==> config.mk <==
export PLATFORM = sky130hd
export DESIGN_NAME = qick_vec_pulser
export DESIGN_NICKNAME = d
export VERILOG_FILES = /design/src/rtl/qick_vec_pulser_pkg.sv /design/src/rtl/qick_pulse_cnt.sv /design/src/rtl/qick_vec_pulser.sv
export SDC_FILE = /design/constraint.sdc
export NUM_CORES = 1
export LEC_CHECK = 0
export CAP_MARGIN = 20
export CORE_UTILIZATION = 43
export CTS_CLUSTER_SIZE = 30
export DETAILED_ROUTE_END_ITERATION = 7
export PLACE_DENSITY = 0.62
export SLEW_MARGIN = 20
export SYNTH_ARGS = -nofsm -noshare
export SYNTH_HDL_FRONTEND = slang
export SYNTH_HIERARCHICAL = 1
export SYNTH_SLANG_ARGS = --single-unit
export TNS_END_PERCENT = 100
==> constraint.sdc <==
create_clock -name clk_i -period 3.7 [get_ports clk_i]
set_input_delay 0.555 -clock clk_i [delete_from_list [all_inputs] [get_ports clk_i]]
set_output_delay 0.555 -clock clk_i [all_outputs]
set_load 0.005 [all_outputs]
==> src/rtl/qick_vec_pulser_pkg.sv <==
// Shared definitions for the vector pulse scheduler.
//   state_t        : command FSM states (idle / counting down start delay)
//   *_DW_DEF       : default vector, pulse-length and delay widths
package qick_vec_pulser_pkg;

    localparam int unsigned OUT_DW_DEF = 16;
    localparam int unsigned LEN_DW_DEF = 16;
    localparam int unsigned DLY_DW_DEF = 16;

    typedef enum logic {
        ST_IDLE = 1'b0,
        ST_DLY  = 1'b1
    } state_t;

endpackage

==> src/rtl/qick_pulse_cnt.sv <==
// One trigger channel: a down-counter plus a registered output bit.
//   clk_i, rst_ni : clock, asynchronous active-low reset
//   load_i        : fire this channel (reloads len_i, also while already running)
//   len_i         : pulse length in cycles, non-zero whenever load_i is set
//   clr_i         : synchronous abort, wins over load_i
//   dout_o        : pulse output, straight from a flop
//   active_o      : counter non-zero (channel currently pulsing)
module qick_pulse_cnt #(
    parameter int unsigned LEN_DW = 16
) (
    input  logic              clk_i,
    input  logic              rst_ni,
    input  logic              load_i,
    input  logic [LEN_DW-1:0] len_i,
    input  logic              clr_i,
    output logic              dout_o,
    output logic              active_o
);

    logic [LEN_DW-1:0] cnt;

    always_ff @(posedge clk_i or negedge rst_ni) begin
        if (!rst_ni) begin
            cnt    <= '0;
            dout_o <= 1'b0;
        end else if (clr_i) begin
            cnt    <= '0;
            dout_o <= 1'b0;
        end else if (load_i) begin
            cnt    <= len_i;
            dout_o <= 1'b1;
        end else if (cnt != '0) begin
            // Output drops on the same edge the counter reaches zero.
            cnt    <= cnt - 1'b1;
            dout_o <= (cnt != LEN_DW'(1));
        end
    end

    assign active_o = (cnt != '0);

endmodule

==> src/rtl/qick_vec_pulser.sv <==
// Timed pulse scheduler for a trigger vector. A command (mask, delay, length)
// is accepted over valid/ready; after the delay each masked bit is driven
// high for exactly 'length' cycles. Bits run independently.
//   clk_i, rst_ni   : clock, asynchronous active-low reset
//   cmd_valid_i     : command valid
//   cmd_ready_o     : command ready (idle, not clearing, not in reset)
//   cmd_mask_i      : bits to pulse
//   cmd_dly_i       : start delay in cycles
//   cmd_len_i       : pulse length in cycles
//   clr_i           : synchronous abort of everything, blocks acceptance
//   dout_o          : trigger vector (registered)
//   busy_o          : delay pending or any output bit high
//   retrig_o        : sticky flag, a fire reloaded a bit that was still high
module qick_vec_pulser
    import qick_vec_pulser_pkg::*;
#(
    parameter int unsigned OUT_DW = OUT_DW_DEF,
    parameter int unsigned LEN_DW = LEN_DW_DEF,
    parameter int unsigned DLY_DW = DLY_DW_DEF
) (
    input  logic              clk_i,
    input  logic              rst_ni,
    input  logic              cmd_valid_i,
    output logic              cmd_ready_o,
    input  logic [OUT_DW-1:0] cmd_mask_i,
    input  logic [DLY_DW-1:0] cmd_dly_i,
    input  logic [LEN_DW-1:0] cmd_len_i,
    input  logic              clr_i,
    output logic [OUT_DW-1:0] dout_o,
    output logic              busy_o,
    output logic              retrig_o
);

    state_t            state, state_nx;
    logic [DLY_DW-1:0] dly_cnt, dly_nx;
    logic [OUT_DW-1:0] mask_q;
    logic [LEN_DW-1:0] len_q;
    logic              capture;
    logic              fire;
    logic [OUT_DW-1:0] fire_mask;
    logic [LEN_DW-1:0] fire_len;
    logic [OUT_DW-1:0] load;
    logic [OUT_DW-1:0] active;

    assign cmd_ready_o = rst_ni & (state == ST_IDLE) & ~clr_i;

    always_ff @(posedge clk_i or negedge rst_ni) begin
        if (!rst_ni) begin
            state   <= ST_IDLE;
            dly_cnt <= '0;
        end else begin
            state   <= state_nx;
            dly_cnt <= dly_nx;
        end
    end

    // Delayed commands are held here; immediate ones fire straight from the inputs.
    always_ff @(posedge clk_i or negedge rst_ni) begin
        if (!rst_ni) begin
            mask_q <= '0;
            len_q  <= '0;
        end else if (capture) begin
            mask_q <= cmd_mask_i;
            len_q  <= cmd_len_i;
        end
    end

    always_comb begin
        state_nx  = state;
        dly_nx    = dly_cnt;
        capture   = 1'b0;
        fire      = 1'b0;
        fire_mask = mask_q;
        fire_len  = len_q;
        if (clr_i) begin
            state_nx = ST_IDLE;
            dly_nx   = '0;
        end else begin
            unique case (state)
                ST_IDLE: begin
                    if (cmd_valid_i && cmd_ready_o) begin
                        if (cmd_dly_i == '0) begin
                            fire      = 1'b1;
                            fire_mask = cmd_mask_i;
                            fire_len  = cmd_len_i;
                        end else begin
                            state_nx = ST_DLY;
                            dly_nx   = cmd_dly_i;
                            capture  = 1'b1;
                        end
                    end
                end
                ST_DLY: begin
                    // Counter holds D in the first delay cycle, so it reads 1 in cycle D.
                    if (dly_cnt <= DLY_DW'(1)) begin
                        fire     = 1'b1;
                        state_nx = ST_IDLE;
                        dly_nx   = '0;
                    end else begin
                        dly_nx = dly_cnt - 1'b1;
                    end
                end
                default: begin
                    state_nx = ST_IDLE;
                    dly_nx   = '0;
                end
            endcase
        end
    end

    assign load = (fire && fire_len != '0) ? fire_mask : '0;

    for (genvar i = 0; i < OUT_DW; i++) begin : g_bit
        qick_pulse_cnt #(
            .LEN_DW(LEN_DW)
        ) u_cnt (
            .clk_i    (clk_i),
            .rst_ni   (rst_ni),
            .load_i   (load[i]),
            .len_i    (fire_len),
            .clr_i    (clr_i),
            .dout_o   (dout_o[i]),
            .active_o (active[i])
        );
    end

    always_ff @(posedge clk_i or negedge rst_ni) begin
        if (!rst_ni) begin
            retrig_o <= 1'b0;
        end else if (clr_i) begin
            retrig_o <= 1'b0;
        end else if ((load & active) != '0) begin
            retrig_o <= 1'b1;
        end
    end

    assign busy_o = (state != ST_IDLE) | (dout_o != '0);

endmodule

Word-level counts from Yosys, hierarchy flattened
Cells that the tools add are included.
{"block": "classes", "addsub": 17, "bitwise_logic": 6, "n_lt_le_gt_ge": 1, "n_reduce_logical": 40, "eq_ne": 18, "n_mux": 124}
{"operator": "two-way mux 16 bit", "count": 61}
{"operator": "nonzero test 16 bit", "count": 19}
{"operator": "subtractor 16 x 1 -> 16 bit, second input constant", "count": 17}
{"operator": "inequality test 16 x 1 -> 1 bit, second input constant", "count": 16}
{"operator": "two-way mux 1 bit", "count": 60}
{"operator": "nonzero test 3 bit", "count": 16}
{"operator": "case mux 16 bit (2 select lines)", "count": 1}
{"operator": "AND 16 bit", "count": 1}
{"operator": "<= comparator 16 x 1 -> 1 bit, second input constant", "count": 1}
{"operator": "logical NOT 16 bit", "count": 1}
{"operator": "case mux 1 bit (2 select lines)", "count": 2}
{"operator": "inequality test 3 x 2 -> 1 bit, second input constant", "count": 1}
{"operator": "inequality test 3 bit, second input constant", "count": 1}
{"operator": "AND 1 bit", "count": 2}
{"operator": "logical AND 1 bit", "count": 2}
{"operator": "inverter 1 bit", "count": 2}
{"operator": "AND reduction 2 bit", "count": 1}
{"operator": "nonzero test 2 bit", "count": 1}
{"operator": "bitwise OR 1 bit", "count": 1}
{"block": "totals", "ff_bits": 322}

Longest topological paths before layout
{"block": "depth", "word_depth": 14, "depth_mapped": 14, "depth_no_buf": 11}

Cells and area by module
The synthesis kept the hierarchy.
{"mod": "qick_pulse_cnt (g_bit[0].u_cnt ...)", "cells_each": 114, "instances": 9, "area_each_um2": 1108.6}
{"mod": "qick_pulse_cnt (g_bit[10].u_cnt ...)", "cells_each": 114, "instances": 7, "area_each_um2": 1141.1}
{"mod": "qick_vec_pulser", "cells_each": 322, "instances": 1, "area_each_um2": 3103.0}

Worst setup path before layout
OpenSTA, ideal clock, no wires.
{"block": "synth_path", "path_type": "reg-to-reg", "start": "register dly_cnt[7]", "end": "register g_bit[11].u_cnt.cnt[10]", "t_arrival_ps": 3136, "path_stages_with_launch": 14, "setup_ps": 65, "slack_ps": 498, "path_cell_list": "dfrtp_1 or4_4 or3_4 nor2_4 a32o_2 nand2b_1 buf_6 buf_6 nor2_1 nor4b_1 nand4_1 nor2b_1 clkbuf_1 o211a_1"}
{"block": "synth_via", "elab_chain_len": 8, "elab_cells_between_ends": 9, "cone_classes": "order compare: 1; mux: 6; reduce/logical: 2"}
{"element": "start: declaration", "line_no": "qick_vec_pulser.sv:35", "text": "logic [DLY_DW-1:0] dly_cnt, dly_nx;"}
{"element": "start signal: assignment", "line_no": "qick_vec_pulser.sv:53", "text": "dly_cnt <= dly_nx;"}
{"element": "<= comparator 16 x 1 -> 1 bit *", "line_no": "qick_vec_pulser.sv:95", "text": "if (dly_cnt <= DLY_DW'(1)) begin"}
{"element": "two-way mux 1 bit *", "line_no": "qick_vec_pulser.sv:95"}
{"element": "case mux 1 bit (2 select lines) *", "line_no": "qick_vec_pulser.sv:79", "text": "unique case (state)"}
{"element": "two-way mux 1 bit *", "line_no": "qick_vec_pulser.sv:75", "text": "if (clr_i) begin"}
{"element": "logical AND 1 bit *", "line_no": "qick_vec_pulser.sv:111", "text": "assign load = (fire && fire_len != '0) ? fire_mask : '0;"}
{"element": "two-way mux 16 bit *", "line_no": "qick_vec_pulser.sv:111"}
{"element": "via load[11]", "line_no": "qick_vec_pulser.sv:42", "text": "logic [OUT_DW-1:0] load;"}
{"element": "two-way mux 16 bit", "line_no": "qick_pulse_cnt.sv:29", "text": "end else if (load_i) begin"}
{"element": "two-way mux 16 bit", "line_no": "qick_pulse_cnt.sv:26", "text": "end else if (clr_i) begin"}
{"element": "end signal: assignment", "line_no": "qick_pulse_cnt.sv:30", "text": "cnt <= len_i;"}
{"element": "end signal: assignment", "line_no": "qick_pulse_cnt.sv:34", "text": "cnt <= cnt - 1'b1;"}
{"element": "end: declaration", "line_no": "qick_pulse_cnt.sv:20", "text": "logic [LEN_DW-1:0] cnt;"}
The timed path passes the listed nets; every way through them passes the cells marked *.
A chain may end at the register's enable or synchronous reset.

Final worst setup path
{"block": "layout_path", "start": "register dly_cnt[7]", "end": "register g_bit[13].u_cnt.cnt[13]"}
{"block": "layout_via", "elab_chain_len": 8, "elab_cells_between_ends": 9, "cone_classes": "order compare: 1; mux: 6; reduce/logical: 2"}
{"element": "<= comparator 16 x 1 -> 1 bit *", "line_no": "qick_vec_pulser.sv:95"}
{"element": "two-way mux 1 bit *", "line_no": "qick_vec_pulser.sv:95"}
{"element": "case mux 1 bit (2 select lines) *", "line_no": "qick_vec_pulser.sv:79"}
{"element": "two-way mux 1 bit *", "line_no": "qick_vec_pulser.sv:75"}
{"element": "logical AND 1 bit *", "line_no": "qick_vec_pulser.sv:111"}
{"element": "two-way mux 16 bit *", "line_no": "qick_vec_pulser.sv:111"}
{"element": "via load[13]", "line_no": "qick_vec_pulser.sv:42"}
{"element": "two-way mux 16 bit", "line_no": "qick_pulse_cnt.sv:29"}
{"element": "two-way mux 16 bit", "line_no": "qick_pulse_cnt.sv:26"}
{"element": "end signal: assignment", "line_no": "qick_pulse_cnt.sv:30"}
{"element": "end signal: assignment", "line_no": "qick_pulse_cnt.sv:34"}
{"element": "end: declaration", "line_no": "qick_pulse_cnt.sv:20"}
Marked as above.

==> impl_metrics.tcl <==
set metrics [dict create \
    synth_xor_area_frac 0.0769 \
    crit_fanout 14 \
    start_util 0.438 \
    cpMaxStageDelayCell "nor2b_1" \
    pre_cts_slack_ps -246 \
    drt-vias-per-instance 6.01 \
    clock-sinks 322 \
    fin_nets 2280 \
    htreeDepth 2 \
    cp_cell_sequence "or4_4, or3_4, nor2_4, a32o_2, nand2b_1, buf_4, nor2_2, nor4b_1, nand4_1, nor2b_1, o211a_1" \
    synth.area.top_cells "dfrtp_1, o211a_1, xnor2_1" \
    syn_inst 2146 \
    fin_hold_ws_ps 119 \
    arrival_ps 4070 \
    synth_top_area_frac 0.382 \
    final_util 0.496 \
    cts_buffers 39 \
    area_delta_synth_final_pct 13.1 \
    die_h_um 223 \
    synth_top_family_by_area "simple AND/OR/NAND/NOR gates" \
    syn_area_mm2 0.0211 \
    route.detailed.drc 0 \
    r2r-start "dly_cnt[7]" \
    drive_above_1_share 0.142 \
    endpoint_kind "flop" \
    synth-compound-area-share 0.165 \
    hold_violations 0 \
    cp-start-kind "flop" \
    ant_nets 0 \
    synthDistinctLibCells 66 \
    yosys.area_share.adder 0.0202 \
    peakVddDrop_mv 0.297 \
    syn_nets 2232 \
    synthFlopType "dfrtp_1" \
    tritoncts "built" \
    ctsHoldBuffers 0 \
    crit_required_ps 4190 \
    track_usage 0.237 \
    power.leakage_nw 11.5 \
    crit_start "dly_cnt[7]" \
    drt-total-wl_mm 59.3 \
    die_w_um 223 \
    io_pins 71 \
    hp-class "primary input to async pin" \
    reg2reg_setup_slack_ps 120 \
    final_max_slew_viol_count 0 \
    wl_per_cell_um 20.9 \
    layout_setup_ws_ps 120 \
    finalClockSkew_ps 13.4 \
    yosys_warnings 6 \
    finalCriticalPeriod_ps 3580 \
    tightest_slew_ps 1050 \
    yosysMostFrequentCell "dfrtp_1" \
    clk_pin_slew_ps 60 \
    grt-ovfl-total 0 \
    firstDrtPassIters 7 \
    setup_viol 0 \
    grt_pass1_vias 16500 \
    die_area_mm2 0.0499 \
    grt_pass1_wl_mm 93.5 \
    ys_seq_elements 322 \
    first_iter_violations 1527 \
    syn_avg_cell_area_um2 9.82 \
    clockBufferDepth 3 \
    total_power_mw 19.5 \
    ys_seq_area_frac 0.382 \
    grt_max_degree 180 \
    finalCritPeriodShare 0.967 \
    cts_root_buf "clkbuf_16" \
    synth_common_cells "dfrtp_1, nand2b_1, o211a_1" \
    yosys.area.top_type "dfrtp_1" \
    max_freq_mhz 279 \
    core_area_mm2 0.0480 \
    drv_cap 0 \
    io_buffers 70 \
    hpwl_mm 37.2 \
    rows 80 \
    crit_type "flop to flop" \
    power.density_mw_per_mm2 820 \
    antenna_found_initial 2 \
    ys_async_sr_fraction 1.00 \
    clk_latency_ps 560 \
    synth_edf_count 0 \
    max_stage_delay_ps 840 \
    synth_mux_area_frac 0.0380 \
    num_vias 17000 \
    status "complete, no violations" \
    slew_headroom 0.302 \
    grt_setup_unrepaired "false" \
    synth_simple_gate_area_frac 0.278 \
    gp_congestion 0.870 \
]
==> metrics by stage <==
stage / setup TNS, ps / cells / cell area, um^2
floorplan: 0 / 2146 / 21100
global placement: -13720 / 2767 / 22500
detailed placement: -23810 / 2767 / 22500
CTS: 0 / 2832 / 23800
global route: 0 / 2833 / 23800
finish: 0 / 2836 / 23800
==> sequential cells by signal (all words and copies together) (netlist names) <==
| register | flops |
|---|---|
| g_bit.u_cnt/cnt | 256 |
| dly_cnt | 16 |
| g_bit.u_cnt/dout_o | 16 |
| len_q | 16 |
| mask_q | 16 |
| retrig_o | 1 |
| state | 1 |
==> cell families (layout without fill, tap and decap cells) <==
kind of cell             Yosys count  in the layout
XOR/XNOR                         185            185
multiplexers                      74             74
flip-flops                       322            322
buffers and inverters            185            257
AND/OR/NAND/NOR                  911            911
adder cells (fa/ha/maj)           34             34
AO/OA/AOI/OAI                    435            435
other                              0              3
==> cell usage in the layout (no fill, tap or decap), types with 9 or more instances in the layout <==
cell,count
nor3_1,108
nand4_1,38
nor2_1,119
xnor2_1,129
buf_4,54
a221o_1,9
nor2b_1,28
inv_1,62
clkdlybuf4s50_1,68
o211a_1,169
nor2_2,16
nor4_1,57
dfrtp_1,322
nor4_2,25
nor4b_1,23
nand2_1,86
nand3_1,40
a31oi_1,15
nor4_4,23
a21oi_1,62
o21ai_1,10
ha_1,34
nor3b_2,16
xor2_1,56
nand2b_1,170
o31ai_1,16
mux2i_1,26
mux2_2,48
or2_2,10
o41ai_1,16
clkbuf_16,41
o2bb2ai_1,14
or4_1,28
a22o_1,14
or3_1,9
and2_1,27
nand2_2,14
o21ai_0,63
nand4b_1,23
==> where the power goes <==
part	leakage [nW]	switching, mW	internal, mW
combinational	6.61	5.12	4.45
sequential	4.24	1.54	4.60
clock	0.618	1.53	2.31
==> per-layer routing <==
| metal | global-route usage | wire length [um] | vias up |
|---|---|---|---|
| met1 | 0.326 | 26800 | 8494 |
| met3 | 0.0354 | 3130 | 112 |
| met5 | 0 | 0 | - |
| li1 | - | - | 7980 |
| met2 | 0.379 | 27400 | 461 |
| met4 | 0.0886 | 1890 | 0 |
==> worst max-delay path: cells and delay by family (launching register included) <==
family / cells / cell delay [ps]
and+or+nand+nor: 8 / 2420
AOI/OAI and AO/OA: 2 / 500
DFF: 1 / 400
buffers and inverters: 1 / 180
==> path summary, 6_finish.rpt <==
path	to	depth (start not counted)
worst min register to register	mask_q[9]	1
worst max-delay path	g_bit[13].u_cnt/cnt[13]	11
max in group asynchronous	g_bit[2].u_cnt/cnt[7]	4
worst min-delay path	g_bit[9].u_cnt/dout_o	2
min in group clk_i	mask_q[9]	1
worst max register to register	g_bit[13].u_cnt/cnt[13]	11
==> repair_timing <==
action / 4_1_cts / 5_1_grt
gates resized for setup: 0 / 8
setup endpoints to repair: 0 / 98
endpoints found under the hold margin: 0 / 0
buffers inserted: 0 / 0
==> layout make-up <==
class / count / area (um^2)
well taps: 615 / 769
diodes: 3 / 7.51
fillers: 4449 / 24200
multi-input cells: 1639 / 12300
repair buffers: 130 / 1250
clock buffers: 55 / 1160
inverters: 62 / 233
clock inverters: 10 / 108
flip-flops and latches: 322 / 8060
No activity file was read; power rests on OpenSTA's default activity.
